File: src/rtl/fifo_rd_ctrl.sv
// fifo_rd_ctrl: moves words from a FIFO to a UART transmitter one at a time. It either streams
// words as they arrive or sends them in fixed-length bursts, with an idle timeout that flushes a partial burst.
module fifo_rd_ctrl #(
   parameter int unsigned DATA_W    = 8,
   parameter int unsigned CNT_W     = 9,
   parameter int unsigned BURST_LEN = 16,
   parameter int unsigned TIMEOUT   = 50000
) (
   input  logic              sys_clk,
   input  logic              sys_rst_n,
   input  logic              mode,
   input  logic              fifo_empty,
   input  logic [CNT_W-1:0]  fifo_rd_cnt,
   input  logic [DATA_W-1:0] fifo_dout,
   output logic              fifo_rd_en,
   input  logic              tx_busy,
   output logic              tx_en,
   output logic [DATA_W-1:0] tx_data,
   output logic              rd_active,
   output logic [15:0]       sent_cnt
);

   localparam int unsigned      TO_W      = $clog2(TIMEOUT);
   localparam logic [CNT_W-1:0] BURST_CNT = CNT_W'(BURST_LEN);
   localparam logic [TO_W-1:0]  TO_LAST   = TO_W'(TIMEOUT - 1);

   typedef enum logic [2:0] {
      StIdle,
      StRead,
      StLatch,
      StSend,
      StWaitAck,
      StWaitDone
   } state_e;

   state_e            state_q, state_d;
   logic [DATA_W-1:0] tx_data_q, tx_data_d;
   logic [15:0]       sent_cnt_q, sent_cnt_d;
   logic [CNT_W-1:0]  burst_rem_q, burst_rem_d;
   logic [TO_W-1:0]   to_cnt_q, to_cnt_d;
   // Mode sampled when leaving IDLE, so a running word or burst finishes under its own mode.
   logic              burst_q, burst_d;
   logic              below_burst;
   logic              to_run;
   logic              to_hit;

   assign below_burst = (fifo_rd_cnt < BURST_CNT);
   assign to_run      = (state_q == StIdle) && mode && !fifo_empty && below_burst;
   assign to_hit      = to_run && (to_cnt_q == TO_LAST);

   always_comb begin
      state_d     = state_q;
      tx_data_d   = tx_data_q;
      sent_cnt_d  = sent_cnt_q;
      burst_rem_d = burst_rem_q;
      burst_d     = burst_q;
      to_cnt_d    = (to_run && !to_hit) ? to_cnt_q + 1'b1 : '0;
      fifo_rd_en  = 1'b0;
      tx_en       = 1'b0;

      case (state_q)
         StIdle: begin
            if (mode) begin
               if (!fifo_empty && (!below_burst || to_hit)) begin
                  state_d     = StRead;
                  burst_rem_d = BURST_CNT;
                  burst_d     = 1'b1;
               end
            end else if (!fifo_empty) begin
               state_d = StRead;
               burst_d = 1'b0;
            end
         end
         StRead: begin
            if (fifo_empty) begin
               state_d = StIdle;
            end else begin
               fifo_rd_en = 1'b1;
               state_d    = StLatch;
            end
         end
         StLatch: begin
            tx_data_d = fifo_dout;
            state_d   = StSend;
         end
         StSend: begin
            if (!tx_busy) begin
               tx_en      = 1'b1;
               sent_cnt_d = sent_cnt_q + 16'd1;
               state_d    = StWaitAck;
            end
         end
         StWaitAck: begin
            if (tx_busy) begin
               state_d = StWaitDone;
            end
         end
         StWaitDone: begin
            if (!tx_busy) begin
               if (burst_q) begin
                  if (burst_rem_q != '0) begin
                     burst_rem_d = burst_rem_q - 1'b1;
                  end
                  state_d = ((burst_rem_d != '0) && !fifo_empty) ? StRead : StIdle;
               end else begin
                  state_d = fifo_empty ? StIdle : StRead;
               end
            end
         end
         default: begin
            state_d = StIdle;
         end
      endcase
   end

   always_ff @(posedge sys_clk or negedge sys_rst_n) begin
      if (!sys_rst_n) begin
         state_q     <= StIdle;
         tx_data_q   <= '0;
         sent_cnt_q  <= '0;
         burst_rem_q <= '0;
         to_cnt_q    <= '0;
         burst_q     <= 1'b0;
      end else begin
         state_q     <= state_d;
         tx_data_q   <= tx_data_d;
         sent_cnt_q  <= sent_cnt_d;
         burst_rem_q <= burst_rem_d;
         to_cnt_q    <= to_cnt_d;
         burst_q     <= burst_d;
      end
   end

   assign tx_data   = tx_data_q;
   assign sent_cnt  = sent_cnt_q;
   assign rd_active = (state_q != StIdle);

endmodule

File: config.mk
export PLATFORM = sky130hd
export DESIGN_NAME = fifo_rd_ctrl
export DESIGN_NICKNAME = d
export VERILOG_FILES = /design/src/rtl/fifo_rd_ctrl.sv
export SDC_FILE = /design/constraint.sdc
export NUM_CORES = 1
export LEC_CHECK = 0
export ABC_AREA = 1
export ABC_CLOCK_PERIOD_IN_PS = 1700
export BUFFER_PORTS_ARGS = -buffer_cell sky130_fd_sc_hd__buf_2
export CAP_MARGIN = 20
export CORE_ASPECT_RATIO = 1.1
export CORE_MARGIN = 5
export CORE_UTILIZATION = 25
export DETAILED_ROUTE_END_ITERATION = 6
export SLEW_MARGIN = 20
export SYNTH_ARGS = -nofsm -noshare
export SYNTH_HDL_FRONTEND = slang
export SYNTH_SLANG_ARGS = --single-unit
File: constraint.sdc
create_clock -name sys_clk -period 1.7 [get_ports sys_clk]
set_input_delay 0.085 -clock sys_clk [delete_from_list [all_inputs] [get_ports sys_clk]]
set_output_delay 0.085 -clock sys_clk [all_outputs]
set_load 0.05 [all_outputs]
Word level (Yosys, flattened, before mapping)
Index checks and enable logic that the tools add are counted.
- output and inout port bits: 27
- word-level logic and storage cells: 75
- input port bits: 22
- register bits after elaboration: 53
- magnitude comparators: 1
- reductions and logical operators: 20
- bitwise logic cells: 1
- eq/ne operators: 16
- multiplexer cells: 28
- add/subtract/negate cells: 3
- operators with widths (kind ; number):
    2-to-1 mux 9 bit ; 8
    adder 16 x 1 -> 16 bit (second input constant) ; 2
    2-to-1 mux 3 bit ; 6
    one-hot mux 3 bit (6 select lines) ; 1
    one-hot mux 9 bit (2 select lines) ; 1
    nonzero test 9 bit ; 2
    equality test 16 bit (second input constant) ; 1
    2-to-1 mux 16 bit ; 1
    != test 2 bit (second input constant) ; 6
    2-to-1 mux 1 bit ; 10
    AND reduction 5 bit ; 2
    less-than comparator 9 x 5 -> 1 bit (second input constant) ; 1
    subtractor 9 x 1 -> 9 bit (second input constant) ; 1
    logical AND 1 bit ; 7
    equality test 3 x 2 -> 1 bit (second input constant) ; 2
    equality test 3 bit (second input constant) ; 2
    != test 2 x 1 -> 1 bit (second input constant) ; 2
    equality test 3 x 1 -> 1 bit (second input constant) ; 1
    logical NOT 1 bit ; 3
    logical NOT 3 bit ; 1
    != test 3 x 2 -> 1 bit (second input constant) ; 1
    != test 3 bit (second input constant) ; 1
    AND reduction 3 bit ; 1
    nonzero test 3 bit ; 1
    5 further kinds ; 5

Longest topological paths before layout
Gate-level depths: netlist of run 1.
- depth after elaboration: 11
- depth in mapped cells: 14
- depth with buffers taken out: 14

Worst setup path before layout of run 1
OpenSTA, ideal clock, no wires.
- path kind: flip-flop to flip-flop
- from: register state_q[1]
- to: register state_q[1]
- data required time: 1.617 ns
- arrival time: 2.172 ns
- clock period less this slack: 2.255 ns
- path buffers: 0
- cell stages (with the launch flop): 4
- path slack: -0.555 ns
- library setup time: 0.083 ns
- cell sequence: dfrtp_1 -> nor4_1 -> nor2_1 -> o21ai_0
- longest elaborated chain between the ends: 9
- elaborated cells between the ends (all ways): 19
- those cells by class: eq/ne: 10; mux: 1; reduce/logical: 8
- ends and longest elaborated chain (what ; line ; source):
    from (decl) ; 36 ; state_e state_q, state_d;
    from (signal assigned) ; 118 ; state_q <= StIdle;
    from (signal assigned) ; 125 ; state_q <= state_d;
    logical NOT 3 bit ; 48, 61 ;
    logical AND 1 bit (3 in a row) ; 48 ; assign to_run = (state_q == StIdle) && mode && !fifo_empty && below_burst;
    logical AND 1 bit ; 49 ; assign to_hit = to_run && (to_cnt_q == TO_LAST);
    logical OR 1 bit ; 64 ; if (!fifo_empty && (!below_burst || to_hit)) begin
    logical AND 1 bit ; 64 ;
    != test 3 x 2 -> 1 bit (no source line) ; - ;
    AND reduction 5 bit (no source line) ; - ;
Parallel ways exist; a longest one is shown, timed or not.
A chain may end at the register's enable or synchronous reset.

Final worst setup path of run 1
- from: register to_cnt_q[0]
- to: register to_cnt_q[14]
- longest elaborated chain between the ends: 5
- elaborated cells between the ends (all ways): 6
- those cells by class: add/sub: 1; eq/ne: 1; mux: 1; reduce/logical: 3
- ends and longest elaborated chain (what ; line ; source):
    from (decl) ; 40 ; logic [TO_W-1:0] to_cnt_q, to_cnt_d;
    from (signal assigned) ; 129 ; to_cnt_q <= to_cnt_d;
    branches (longest 4 deep; another with adder 16 x 1 -> 16 bit) ; - ;
    2-to-1 mux 16 bit (*) ; 57 ; to_cnt_d = (to_run && !to_hit) ? to_cnt_q + 1'b1 : '0;
    net to_cnt_d[14] ; 40 ;
Mark *: on every way through the listed nets, which the timed path passes.

==> flow_summary.toml, run 1 <==
[run_status]
status = "complete, no violations"

[run]
drv_cap = 0

[synth]
ys_top_cells_by_area = "dfrtp_1 47%, nand2_1 13%, inv_1 5.8%"
synth_seq_cells = 53
syn-num-nets = 370
synth_cell_types = 32
synth-edff-count = 0
ys.flop_type = "dfrtp_1"
yosys_warnings = 0
yosysSeqAreaShare = 0.474
yosysTopAreaCell = "dfrtp_1"
syn_inst = 344
synth-async-reset-ratio = 1.00
avgSynthCellArea_um2 = 8.13
synthTopCellsByCount = "99 x nand2_1, 53 x dfrtp_1, 43 x inv_1, 38 x nor2_1, 22 x nand3_1"
synthesis.area_um2 = 2800
synth_top_area_share = 0.474
synthMostInstantiatedCell = "nand2_1"

[power]
pwr_density_cell_nw_per_um2 = 1530
combPwrFrac = 0.528
switching_share = 0.426
p_leak_uw = 0.00201
p_int_uw = 3520
peakVddDrop_mv = 0.604
p_sw_uw = 2610
p_clk_frac = 0.194
power_frac_seq = 0.277

[global_route]
grt_pass1_wl_um = 11400
grt_pass1_vias = 2561
grt_use_total = 0.100
grt_antenna_before_repair = 0
grt_max_degree = 27
overflow = 0

[cts]
cts.path.max_buffers = 2
htreeDepth = 2
cts_tree = "done"
cts_root_buffer = "clkbuf_16"
cts_sinks = 53
cts_buffers = 5
path_clk_slew_ns = 0.07
clkLatencyLatePin_ns = 0.29

[sta]
finalHoldViolCount = 0
setup_viol = 0
maxSlewViolCount = 0
fmax_mhz = 603
slew-limit-headroom = 0.676
period_minus_slack_ns = 1.66
worst_pin_slew_ns = 0.482
skew_ns = 0.00296
hold_ws_ns = 0.00118
fin_crit_sh = 0.976
rsz0062_at_grt = "yes"

[floorplanning]
design.core.area_um2 = 11000
die_area_um2 = 13400
io_pins = 49
die-width_um = 111
die_h_um = 121
initial_core_util = 0.255
fp-row-count = 40

[final_layout]
num-fill-cells = 1118
drive_above_1_share = 0.346
nets = 470
syn_to_final_growth_pct = 43.1
antenna_cells = 0
fin_cells = 592

[drt]
vias = 2566
drt_iter0_markers = 55
wl_per_cell_um = 11.8
first_pass_iters = 4
route.detailed.drc = 0
wl_um = 6980
antenna_left = 0
avgViaCountPerCell = 4.33

[worst_hold_path]
min_path_type = "input pin to flop"

[setup_path]
slowest_stage = "dfrtp_1"
crit_chain = "ha_2, nand2_1, inv_2, nand2_4, nor2_4, nand4_1, or2_4, nor2_4, nand3_2, nand2_1, nor2_1"
cpPeakStageDelay_ns = 0.36
critPathRequiredTime_ns = 1.88
worst-path-max-fanout = 4
worstSetupStartpointType = "flop"
critPathKind = "flop to flop"
reg2reg_setup_slack_ns = 0.04
cp-end-kind = "flop"
worstPathArrival_ns = 1.84

[placement]
hpwl_um = 5080
port_buffers = 44
dp.cells = 574
place_congestion = 0.798
state kept, by name, summed over array words and instances, names as in the netlist:
signal,cells
burst_rem_q,9
to_cnt_q,16
state_q,3
sent_cnt,16
burst_q,1
tx_data,8
final cells by class:
class / instances / area, µm² / share of cell area
clock inverters: 2 / 37.5 / 0.00938
flip-flops and latches: 53 / 1330 / 0.332
clock buffers: 6 / 139 / 0.0347
inverters: 46 / 173 / 0.0431
repair buffers: 93 / 624 / 0.156
well taps: 147 / 184 / 0.0459
multi-input cells: 245 / 1520 / 0.379
per-stage QoR:
step                      TNS [ns]  instance area, µm²  power, µW   util  setup slack, ns
after floorplan             -0.151                2830       3490      -          -0.0783
after detailed placement    -0.446                3530       4570  0.322          -0.0671
after CTS                        0                3780       5850  0.345         0.000943
after global placement      -0.102                3530       4500  0.322          -0.0313
final                            0                4000       6130  0.365           0.0409
after global routing        -0.660                4000       6570  0.365           -0.121
power by group through the flow:
| stage | Combinational, µW | Sequential, µW | Clock [µW] |
|---|---|---|---|
| 2_1_floorplan | 1310 | 2180 | 0 |
| 6_report | 3240 | 1700 | 1190 |
| 3_5_place_dp | 2860 | 1710 | 0 |
| 5_1_grt | 3560 | 1730 | 1280 |
| 4_1_cts | 2940 | 1690 | 1230 |
| 3_3_place_gp | 2800 | 1690 | 0 |
layer usage:
layer | vias to the layer above | share of wire | GRT usage
li1 | 1303 | - | -
met1 | 1220 | 0.43 | 0.123
met2 | 39 | 0.53 | 0.182
met3 | 4 | 0.033 | 0.0180
met4 | 0 | 0.0042 | 0.0231
met5 | - | 0 | 0
worst max-delay path: cells and delay by family (launching register included):
kind                       cells  cell delay (ns)
buffers and inverters          1             0.08
and+or+nand+nor                9             0.94
adders and majority gates      1             0.18
DFF                            1             0.36
timing repair:
action / CTS / global route
endpoints found under the setup margin: 13 / 24
pin swaps: 0 / 19
buffers inserted: 0 / 5
hold endpoints to repair: 16 / 0
hold buffers: 5 / 0
resized for setup: 11 / 46
cell usage in the layout (no fill, tap or decap), types with 6 or more instances in the layout:
cell	count
a21oi_1	7
buf_2	44
buf_4	40
dfrtp_1	50
inv_1	38
inv_2	7
nand2_1	90
nand2_2	6
nand3_1	17
nand4_1	8
nor2_1	28
nor2_2	6
nor2_4	8
o21ai_0	8
o22ai_1	8
xor2_1	14
worst paths after layout:
check	from	cells past startpoint	to
min in group asynchronous	sys_rst_n	2	burst_rem_q[1]
max	to_cnt_q[0]	11	to_cnt_q[14]
max reg2reg	to_cnt_q[0]	11	to_cnt_q[14]
min	fifo_dout[3]	3	tx_data[3]
max in group asynchronous	sys_rst_n	3	to_cnt_q[5]
min reg2reg	sent_cnt[15]	1	sent_cnt[15]
kinds of logic after synthesis:
family	count (synthesis)	share of synthesized area
AND/OR/NAND/NOR	192	0.326
flip-flops	53	0.474
XOR/XNOR	19	0.0595
multiplexers	1	0.00402
AO/OA/AOI/OAI	29	0.0572
adder cells (fa/ha/maj)	4	0.0179
buffers and inverters	46	0.0617
Note: power is estimated with default switching activity, not from simulation.
==> inputs of run 2 (changes only) <==
- ABC_AREA: 1 -> default
- ABC_CLOCK_PERIOD_IN_PS: 1700 -> 1730
- clock period: 1.7 -> 1.73 ns (I/O delays scaled with it)
==> run 2 against run 1 <==
Compared with the run above: the run now ends with negative setup slack left; count of clock-buffer cells in the layout unchanged; register-to-register slack worse by 0.12 ns; area after synthesis down 4.5%; clock skew up 0.0080 ns; design area down 8.5%; final cell count down 17%; core utilization down 1.5 points; largest power group unchanged; highest routed layer unchanged.
==> flow_summary.toml, run 2 <==
[final_layout]
antenna_cells = 0
utilization = 0.351
syn_to_final_growth_pct = 37.0
drive_above_1_share = 0.382
final_common_cell = "dfrtp_1"
nets = 376
final_cell_mix = "53 x dfrtp_1, 42 x buf_2, 42 x buf_4"
fin_cells = 494
num-fill-cells = 1066

[sta]
period_minus_slack_ns = 1.81
setup_viol = 8
maxSlewViolCount = 0
fin_crit_sh = 1.04
slew-limit-headroom = 0.702
fin_ws_ns = -0.0774
rsz0062_at_grt = "yes"
worst_pin_slew_ns = 0.447
finalHoldViolCount = 0
skew_ns = 0.0110
fmax_mhz = 553

[synth]
ys.flop_type = "dfrtp_1"
synthTopCellsByCount = "53 x dfrtp_1, 28 x nor2_1, 22 x nand2_1, 19 x xnor2_1"
synth-async-reset-ratio = 1.00
ys_top_cells_by_area = "dfrtp_1 50%, xnor2_1 6.2%, nor2_1 3.9%"
synth_seq_cells = 53
syn-num-nets = 285
avgSynthCellArea_um2 = 10.3
synth_top_area_share = 0.496
synthesis.area_um2 = 2670
yosysTopAreaCell = "dfrtp_1"
synth-edff-count = 0
synth_cell_types = 43
yosys_warnings = 0
syn_inst = 259
synthMostInstantiatedCell = "dfrtp_1"
yosysSeqAreaShare = 0.496

[setup_path]
critPathKind = "flop to flop"
worstPathArrival_ns = 1.98
cp-end-kind = "flop"
worstSetupStartpointType = "flop"
critPathRequiredTime_ns = 1.90
worst-path-max-fanout = 3

[floorplanning]
die_area_um2 = 12900
fp-row-count = 39
die-width_um = 109
die_h_um = 118
io_pins = 49
initial_core_util = 0.256
design.core.area_um2 = 10400

[drt]
drt_iter0_markers = 124
first_pass_iters = 4
avgViaCountPerCell = 4.49
wl_per_cell_um = 13.0
wl_um = 6440
vias = 2219
route.detailed.drc = 0
antenna_left = 0

[run_status]
violations = "negative setup slack"
status = "finished, violations left"

[run]
drv_cap = 0

[cts]
clkLatencyLatePin_ns = 0.29
cts_buffers = 5
path_clk_slew_ns = 0.07
cts_sinks = 53
cts_tree = "done"
htreeDepth = 2
cts_root_buffer = "clkbuf_16"
cts.path.max_buffers = 2

[global_route]
grt_antenna_before_repair = 0
use_met1 = 0.133
gr-max-usage-layer = "met2"
gr-usage-met2 = 0.174
grt_use_total = 0.104
overflow = 0
grt_pass1_wl_um = 11100
grt_max_degree = 21
use_met3 = 0.0262
grt_pass1_vias = 2331

[placement]
port_buffers = 44
dp.cells = 478
dp_slack_ns = -0.0800
place_congestion = 0.774
hpwl_um = 4540

[power]
pwr_density_cell_nw_per_um2 = 1550
p_total_uw = 5680
p_leak_uw = 0.00160
peakVddDrop_mv = 0.915

[worst_hold_path]
min_path_type = "input pin to flop"
## run 2: cell count changes in the layout (fill, tap and decap cells not counted), sizes merged, moves of 8 or more
cell / before / now
inv: 45 / 13
xnor2: 5 / 19
nand2: 100 / 22
nand3: 25 / 14
a31oi: 0 / 8
nor2: 43 / 28
## run 2: logic make-up after synthesis
group	share of synthesized area
xor+xnor	0.102
simple gates	0.236
buf+inv	0.0304
flops	0.496
mux	0.0337
compound gates	0.0829
fa+ha+maj	0.0187
## run 2: stage by stage
stage | cell area (µm²) | hold slack [ns] | TNS, ns
2_1_floorplan | 2680 | -0.209 | -0.00699
3_3_place_gp | 3310 | 0.0565 | -0.242
3_5_place_dp | 3310 | 0.0660 | -0.731
4_1_cts | 3540 | 0.0152 | -0.0764
5_1_grt | 3660 | 0.0205 | -1.06
6_report | 3660 | 0.0171 | -0.314
## run 2: layout make-up
cell class,count,area (µm²),share of cell area
clock inverters,2,15.0,0.00410
flip-flops and latches,53,1330,0.362
well taps,143,179,0.0489
repair buffers,87,558,0.152
clock buffers,6,129,0.0352
multi-input cells,190,1410,0.384
inverters,13,48.8,0.0133
## run 2: final timing paths
| kind | depth (start not counted) | to | slack (ns) | from |
|---|---|---|---|---|
| max in group asynchronous | 3 | sent_cnt[2] | 0.85 | sys_rst_n |
| worst min-delay path | 2 | tx_data[5] | 0.02 | fifo_dout[5] |
| worst min register to register | 1 | sent_cnt[7] | 0.48 | sent_cnt[7] |
| worst max register to register | 7 | state_q[0] | -0.08 | burst_rem_q[0] |
| min in group asynchronous | 2 | to_cnt_q[13] | 0.27 | sys_rst_n |
| worst max-delay path | 7 | state_q[0] | -0.08 | burst_rem_q[0] |
## run 2: where the power goes
part,switching (µW),total (µW),internal [µW],leakage [µW]
Combinational,1660,2900,1240,0.000827
Clock,453,991,538,0.0000631
Sequential,277,1790,1510,0.000705
## run 2: per-layer routing
metal	up-vias	part of all wire
met5	-	0
met4	0	0.0065
met3	6	0.058
met2	46	0.50
met1	1073	0.44
li1	1094	-
## run 2: what timing repair did
item,4_1_cts,5_1_grt
setup buffers,2,4
endpoints found under the setup margin,27,29
gates resized for setup,10,22
pin swaps,2,4
hold buffers,1,0
gates cloned,1,0
endpoints found under the hold margin,18,0
## run 2: worst max-delay path, stage by stage, from the launching register on
cell       delay, ns
dfrtp_1         0.40
inv_2           0.10
ha_4            0.14
nor4b_4         0.25
and2_4          0.22
a31oi_2         0.11
a2111oi_4       0.32
o22ai_1         0.15
